[src/rtl/sipmroc_serial_rx.sv]
`timescale 1ns/1ps
// SiPMROC serial frame receiver: rebuilds 32-bit event frames from the
// serial_data_en/serial_data link and checks header, parity, channel and
// length. Good frames go out as a valid/ready stream. Errors are counted
// and latched into sticky flags.
module sipmroc_serial_rx #(
  parameter int         FRAME_BITS  = 32,
  parameter logic [3:0] HEADER      = 4'b1010,
  parameter int         MAX_CHANNEL = 16
) (
  input  logic        clk_200m,
  input  logic        rst,
  input  logic        serial_data_en,
  input  logic        serial_data,
  input  logic        frame_ready,
  input  logic        err_clear,
  output logic        frame_valid,
  output logic [4:0]  frame_channel,
  output logic [10:0] frame_energy,
  output logic [10:0] frame_discharge,
  output logic [15:0] good_frame_cnt,
  output logic [15:0] err_cnt,
  output logic [4:0]  err_flags
);

  typedef enum logic [1:0] {IDLE, SHIFT, CHECK} state_t;

  // A count of FRAME_BITS means a complete frame.
  // FRAME_BITS+1 marks a frame that ran too long.
  localparam logic [5:0] CNT_FULL = 6'(FRAME_BITS);
  localparam logic [5:0] CNT_OVER = 6'(FRAME_BITS + 1);
  localparam logic [4:0] MAX_CH   = 5'(MAX_CHANNEL);

  state_t                state_reg, state_next;
  logic [FRAME_BITS-1:0] shift_reg, shift_next;
  logic [5:0]            bit_cnt_reg, bit_cnt_next;

  logic        valid_reg, valid_next;
  logic [4:0]  channel_reg;
  logic [10:0] energy_reg;
  logic [10:0] discharge_reg;
  logic [15:0] good_cnt_reg;
  logic [15:0] err_cnt_reg;
  logic [4:0]  err_flags_reg, err_flags_next;

  logic       in_check;
  logic       len_err, hdr_err, par_err, ch_err;
  logic       frame_ok, transfer, load, overflow;
  logic [4:0] new_err;

  // Frame assembly FSM: next state, shift register and bit counter.
  always_comb begin
    state_next   = state_reg;
    shift_next   = shift_reg;
    bit_cnt_next = bit_cnt_reg;
    case (state_reg)
      IDLE, CHECK: begin
        if (serial_data_en) begin
          // The first bit of a new frame can arrive on the same edge as CHECK.
          shift_next   = {shift_reg[FRAME_BITS-2:0], serial_data};
          bit_cnt_next = 6'd1;
          state_next   = SHIFT;
        end else begin
          state_next   = IDLE;
        end
      end
      SHIFT: begin
        if (serial_data_en) begin
          if (bit_cnt_reg < CNT_FULL) begin
            shift_next   = {shift_reg[FRAME_BITS-2:0], serial_data};
            bit_cnt_next = bit_cnt_reg + 6'd1;
          end else begin
            // Too long: keep the counter parked at the overflow marker.
            bit_cnt_next = CNT_OVER;
          end
        end else begin
          state_next = CHECK;
        end
      end
      default: state_next = IDLE;
    endcase
  end

  // Frame checks evaluated on the frozen shift register while in CHECK.
  always_comb begin
    in_check = (state_reg == CHECK);
    len_err  = in_check && (bit_cnt_reg != CNT_FULL);
    hdr_err  = in_check && !len_err && (shift_reg[31:28] != HEADER);
    par_err  = in_check && !len_err && (^shift_reg);
    ch_err   = in_check && !len_err && (shift_reg[27:23] > MAX_CH);
    frame_ok = in_check && !(len_err || hdr_err || par_err || ch_err);
    transfer = valid_reg && frame_ready;
    load     = frame_ok && (!valid_reg || frame_ready);
    overflow = frame_ok && !load;
    new_err  = {overflow, len_err, ch_err, par_err, hdr_err};
    if (load) begin
      valid_next = 1'b1;
    end else if (transfer) begin
      valid_next = 1'b0;
    end else begin
      valid_next = valid_reg;
    end
  end

  // Sticky flags: a new error bit beats a clear arriving on the same edge.
  for (genvar gi = 0; gi < 5; gi++) begin : g_err_flag
    assign err_flags_next[gi] = new_err[gi] | (err_flags_reg[gi] & ~err_clear);
  end

  // FSM, shift register and bit counter registers.
  always_ff @(posedge clk_200m) begin
    if (rst) begin
      state_reg   <= IDLE;
      shift_reg   <= '0;
      bit_cnt_reg <= '0;
    end else begin
      state_reg   <= state_next;
      shift_reg   <= shift_next;
      bit_cnt_reg <= bit_cnt_next;
    end
  end

  // Output holding register, saturating counters and error flags.
  always_ff @(posedge clk_200m) begin
    if (rst) begin
      valid_reg     <= 1'b0;
      channel_reg   <= '0;
      energy_reg    <= '0;
      discharge_reg <= '0;
      good_cnt_reg  <= '0;
      err_cnt_reg   <= '0;
      err_flags_reg <= '0;
    end else begin
      valid_reg     <= valid_next;
      err_flags_reg <= err_flags_next;
      if (load) begin
        channel_reg   <= shift_reg[27:23];
        energy_reg    <= shift_reg[22:12];
        discharge_reg <= shift_reg[11:1];
        if (good_cnt_reg != 16'hFFFF) begin
          good_cnt_reg <= good_cnt_reg + 16'd1;
        end
      end
      if ((new_err != 5'd0) && (err_cnt_reg != 16'hFFFF)) begin
        err_cnt_reg <= err_cnt_reg + 16'd1;
      end
    end
  end

  assign frame_valid     = valid_reg;
  assign frame_channel   = channel_reg;
  assign frame_energy    = energy_reg;
  assign frame_discharge = discharge_reg;
  assign good_frame_cnt  = good_cnt_reg;
  assign err_cnt         = err_cnt_reg;
  assign err_flags       = err_flags_reg;

endmodule

[config.mk]
export PLATFORM = sky130hd
export DESIGN_NAME = sipmroc_serial_rx
export DESIGN_NICKNAME = d
export VERILOG_FILES = /design/src/rtl/sipmroc_serial_rx.sv
export SDC_FILE = /design/constraint.sdc
export NUM_CORES = 1
export LEC_CHECK = 0
export ABC_AREA = 1
export CAP_MARGIN = 25
export CORE_ASPECT_RATIO = 0.9
export CORE_UTILIZATION = 60
export DETAILED_ROUTE_END_ITERATION = 7
export DONT_BUFFER_PORTS = 1
export PLACE_DENSITY_LB_ADDON = 0.15
export SYNTH_ARGS = -nofsm -noshare
export SYNTH_HDL_FRONTEND = slang
export SYNTH_SLANG_ARGS = --single-unit
[constraint.sdc]
create_clock -name clk_200m -period 2.5 [get_ports clk_200m]
set_clock_uncertainty 0.2 [all_clocks]
set_input_delay 0.125 -clock clk_200m [delete_from_list [all_inputs] [get_ports clk_200m]]
set_output_delay 0.125 -clock clk_200m [all_outputs]
set_load 0.005 [all_outputs]
==> results.md <==
Run status:
- The flow ran to the end, and the final reports show no timing, DRC or antenna violations.

Pwr:
- The analysis attributes to cell leakage a power of 2.33 nW.
- In this run the power density over the cells is 532 mW/mm^2.
- Overall power consumption after layout is estimated at 3.13 mW.
- The maximum VDD drop is 0.368 mV.

Floorplanning:
- The core region is 0.00815 sq mm.
- The initialized floorplan defines 31 standard-cell rows.
- The height of the die is 89.7 um.
- For this design the top-level I/O count stands at 71.
- For this configuration, the core starts out at a cell density of 0.629.
- The width of the die is 99.4 um.
- The area of the die is 0.00892 sq mm.

Logic synthesis:
- Of the total synthesized cell area, the portion taken by AND, OR, NAND and NOR gates is 0.297.
- The post-synthesis instance area is 0.00512 sq mm.
- The area fraction in compound gates after synthesis is 0.153.
- Synthesis inferred 105 register bits.
- The multiplexer area fraction after synthesis is 0.
- Synthesis produced a netlist whose cell count is 760.
- A synthesized cell averages 6.74 sq um.
- For this run, the register share of the synthesized area comes to 0.410.
- The warning count from the yosys run is 0.
- The adder-cell area share of the yosys netlist is 0.0146.
- The share of the synthesized area in the top cell type is 0.410.
- Of the total synthesized cell area, the portion taken by XOR and XNOR cells is 0.0410.
- The synthesized netlist net count is 772.
- Synthesis instantiated 34 different standard cells from the library.
- Yosys attributes the largest share of cell area to sky130_fd_sc_hd__dfxtp_1, sky130_fd_sc_hd__nand2_1, sky130_fd_sc_hd__a21oi_1.
- By area, the combinational part of the netlist is dominated by simple AND/OR/NAND/NOR gates.
- The post-synthesis cell type with the largest combined area is sky130_fd_sc_hd__dfxtp_1.

Drt:
- The number of vias per cell after detailed routing is 5.57.
- After detailed routing, the average wire length per cell comes to 13.8 um.
- The total wire length is 12200 um.
- Detailed routing inserted a total of 4937 vias.
- The first-pass detailed-route iteration total is 5.
- After detailed routing, the number of remaining DRC violations is 0.
- The initial detailed-routing violation count is 243.
- The detail route stage leaves a number of antenna-violating nets equal to 0.

Finish:
- The post-synthesis to final-layout area growth is 14.9%.
- The fraction of final layout cells sized beyond drive strength 1 is 0.119.
- For this run, the post-layout net count is 794.
- The number of antenna diodes in the final layout is 0.
- After filler insertion, the fill cell instance count of the layout stands at 681.
- The end-of-flow core utilization is 0.723.
- The number of flip-flops under the largest register name is 32.

Clock tree:
- CTS placed an instance of sky130_fd_sc_hd__clkbuf_8 at the clock tree root.
- Clock latency on the worst-skew pair, taken at its later pin, is 0.36 ns.
- For this design, the sink count on the clock tree is 105.
- TritonCTS built the clock tree.
- The maximum clock insertion buffer count is 2.
- The total number of H-tree levels is 3.
- Clock-pin slew was measured on the worst setup and hold paths at 0.09 ns.
- TritonCTS created 9 clock buffers.

STA:
- In the finished design, the share of the clock period the worst path needs comes to 0.961.
- Derived from the worst setup path, the maximum achievable clock frequency is 416 MHz.
- The sum of negative setup slack is 0 ns.
- In this run the tightest slew margin relative to its limit is 0.651.
- The number of pins exceeding their max-slew limit in the final report is 0.
- Setup repair after global routing could not meet its margin everywhere.
- The worst-margin pin slew is 0.516 ns.
- Setup violations remaining at the end of the flow were counted as 0.
- The total count of hold-check failures in the final report was 0.
- Subtracting the final worst setup slack from the clock period gives 2.40 ns.

Setup path:
- Along the worst path, the maximum fanout reaches 7.
- The required time at the endpoint of the critical path is 2.59 ns.
- STA classifies the critical path endpoint as a register.
- Data on the critical path arrives at its endpoint at 2.50 ns.
- The worst setup path is of the reg -> reg kind.
- The category of the worst setup path launch point is a register.

Hold path:
- The type of the tightest min-delay check is in -> reg.

GRT:
- The most used routing layer is met2.
- The first global-routing pass estimated 18600 um of wire.
- The initial antenna violation count is 0.
- The met2 usage in global routing is 0.458.
- The via count of the first global-routing pass is 4282.
- The total congestion overflow after global routing is 0.
- Entering global routing, the biggest net connects 65 pins.
- The met1 global-route usage is 0.296.
- For this run, the total global-route usage over all layers was measured as 0.256.
- For met3 alone, demand over resource in global routing was 0.0635.

Placement:
- The routability congestion estimate is 0.875.
- In this run the tool buffered the top-level ports with 0 buffer cells.
- The total half-perimeter wirelength after legalization and detailed placement is 7850 um.

Run:
- The max capacitance violation total is 0.
[critical path, stage by stage, from the launching register on]
cell and delay (ns):
sky130_fd_sc_hd__dfxtp_1 0.40, sky130_fd_sc_hd__ha_4 0.24, sky130_fd_sc_hd__xnor2_4 0.18, sky130_fd_sc_hd__inv_2 0.05, sky130_fd_sc_hd__nand2_2 0.06, sky130_fd_sc_hd__nand2_2 0.06, sky130_fd_sc_hd__inv_1 0.06, sky130_fd_sc_hd__nand2_1 0.06
sky130_fd_sc_hd__nand2_1 0.08, sky130_fd_sc_hd__nand3_2 0.08, sky130_fd_sc_hd__nand3_4 0.13, sky130_fd_sc_hd__nand3_4 0.10, sky130_fd_sc_hd__nor2_4 0.15, sky130_fd_sc_hd__buf_12 0.15, sky130_fd_sc_hd__clkbuf_16 0.16, sky130_fd_sc_hd__nand3_1 0.07
sky130_fd_sc_hd__a21oi_1 0.13
[metrics by stage]
step	instances	cell area (sq um)	setup WS (ns)	hold WS [ns]
after floorplan	760	5120	0.307	0.00366
after global placement	847	5270	0.0484	-0.000809
after detailed placement	847	5270	-0.0594	-0.000106
after CTS	870	5530	-0.00721	0.233
after global routing	886	5890	-0.0390	0.239
final	886	5890	0.0965	0.252
[layer usage]
layer	vias up	wire [um]	part of all wire
li1	2501	-	-
met1	2266	5060	0.41
met2	143	6000	0.49
met3	27	873	0.071
met4	0	281	0.023
met5	-	0	0
[power by group]
| part | internal (mW) | switching (mW) |
|---|---|---|
| registers | 1.72 | 0.0555 |
| clock network | 0.360 | 0.572 |
| logic | 0.163 | 0.263 |
| total | 2.24 | 0.891 |
[timing repair]
action                                  in CTS  in global routing
gates resized for setup                      3                 48
pin swaps                                    0                 15
buffers inserted                             0                 11
hold buffers                                 7                  0
endpoints found under the setup margin      17                 59
hold endpoints to repair                    63                  0
gates cloned                                 0                  5
[cell usage in the layout (no fill, tap or decap), drive strengths merged]
cell,instances
a21oi,96
a221oi,1
a31oi,1
and3,2
buf,29
clkbuf,14
clkinv,2
clkinvlp,3
dfxtp,105
dlygate4sd3,6
ha,6
inv,76
nand2,238
nand3,44
nand4,7
nor2,64
nor3,12
nor4,2
o211ai,2
o21ai,52
o311ai,1
xnor2,12
xor2,12
[cells by family after synthesis]
kind of cell / count (synthesis)
compound gates: 152
xor+xnor: 24
fa+ha+maj: 6
simple gates: 368
buf+inv: 105
flops: 105
[cell usage after synthesis]
cell type	n
sky130_fd_sc_hd__nor4_1	2
sky130_fd_sc_hd__o211ai_4	1
sky130_fd_sc_hd__o311ai_0	1
sky130_fd_sc_hd__dfxtp_1	105
sky130_fd_sc_hd__o21ai_0	47
sky130_fd_sc_hd__a221oi_1	1
sky130_fd_sc_hd__inv_1	69
sky130_fd_sc_hd__clkbuf_2	1
sky130_fd_sc_hd__and3_4	1
sky130_fd_sc_hd__nor3_1	11
sky130_fd_sc_hd__inv_2	7
sky130_fd_sc_hd__nor2_4	1
sky130_fd_sc_hd__o21ai_1	5
sky130_fd_sc_hd__ha_1	6
sky130_fd_sc_hd__buf_1	1
sky130_fd_sc_hd__nand3_1	42
sky130_fd_sc_hd__a31oi_1	1
sky130_fd_sc_hd__clkbuf_1	18
sky130_fd_sc_hd__buf_4	4
sky130_fd_sc_hd__nand2_1	237
sky130_fd_sc_hd__a21oi_1	96
sky130_fd_sc_hd__nand3_4	1
sky130_fd_sc_hd__nor3_2	1
sky130_fd_sc_hd__xor2_1	12
sky130_fd_sc_hd__nand3_2	1
sky130_fd_sc_hd__nand4_2	1
sky130_fd_sc_hd__buf_2	3
sky130_fd_sc_hd__nor2_1	62
sky130_fd_sc_hd__buf_6	2
sky130_fd_sc_hd__nand4_1	5
sky130_fd_sc_hd__nand2_2	1
sky130_fd_sc_hd__xnor2_1	12
sky130_fd_sc_hd__nor2_2	1
sky130_fd_sc_hd__and3_1	1
[cell type report]
class	instances	area, sq um	area share
Clock buffer	11	131	0.0223
Clock inverter	5	32.5	0.00552
Tap cell	99	124	0.0210
Sequential cell	105	2110	0.358
Timing Repair Buffer	38	435	0.0739
Inverter	76	285	0.0484
Multi-Input combinational cell	552	2770	0.471
[path summary, 6_finish.rpt]
kind / from / to / slack (ns) / cells after the start
max reg2reg: shift_reg[31] / good_frame_cnt[8] / 0.1 / 16
min reg2reg: bit_cnt_reg[0] / bit_cnt_reg[0] / 0.29 / 1
max: shift_reg[31] / good_frame_cnt[8] / 0.1 / 16
min: serial_data_en / state_reg[1] / 0.25 / 2
(Power assumes the default switching activity.)
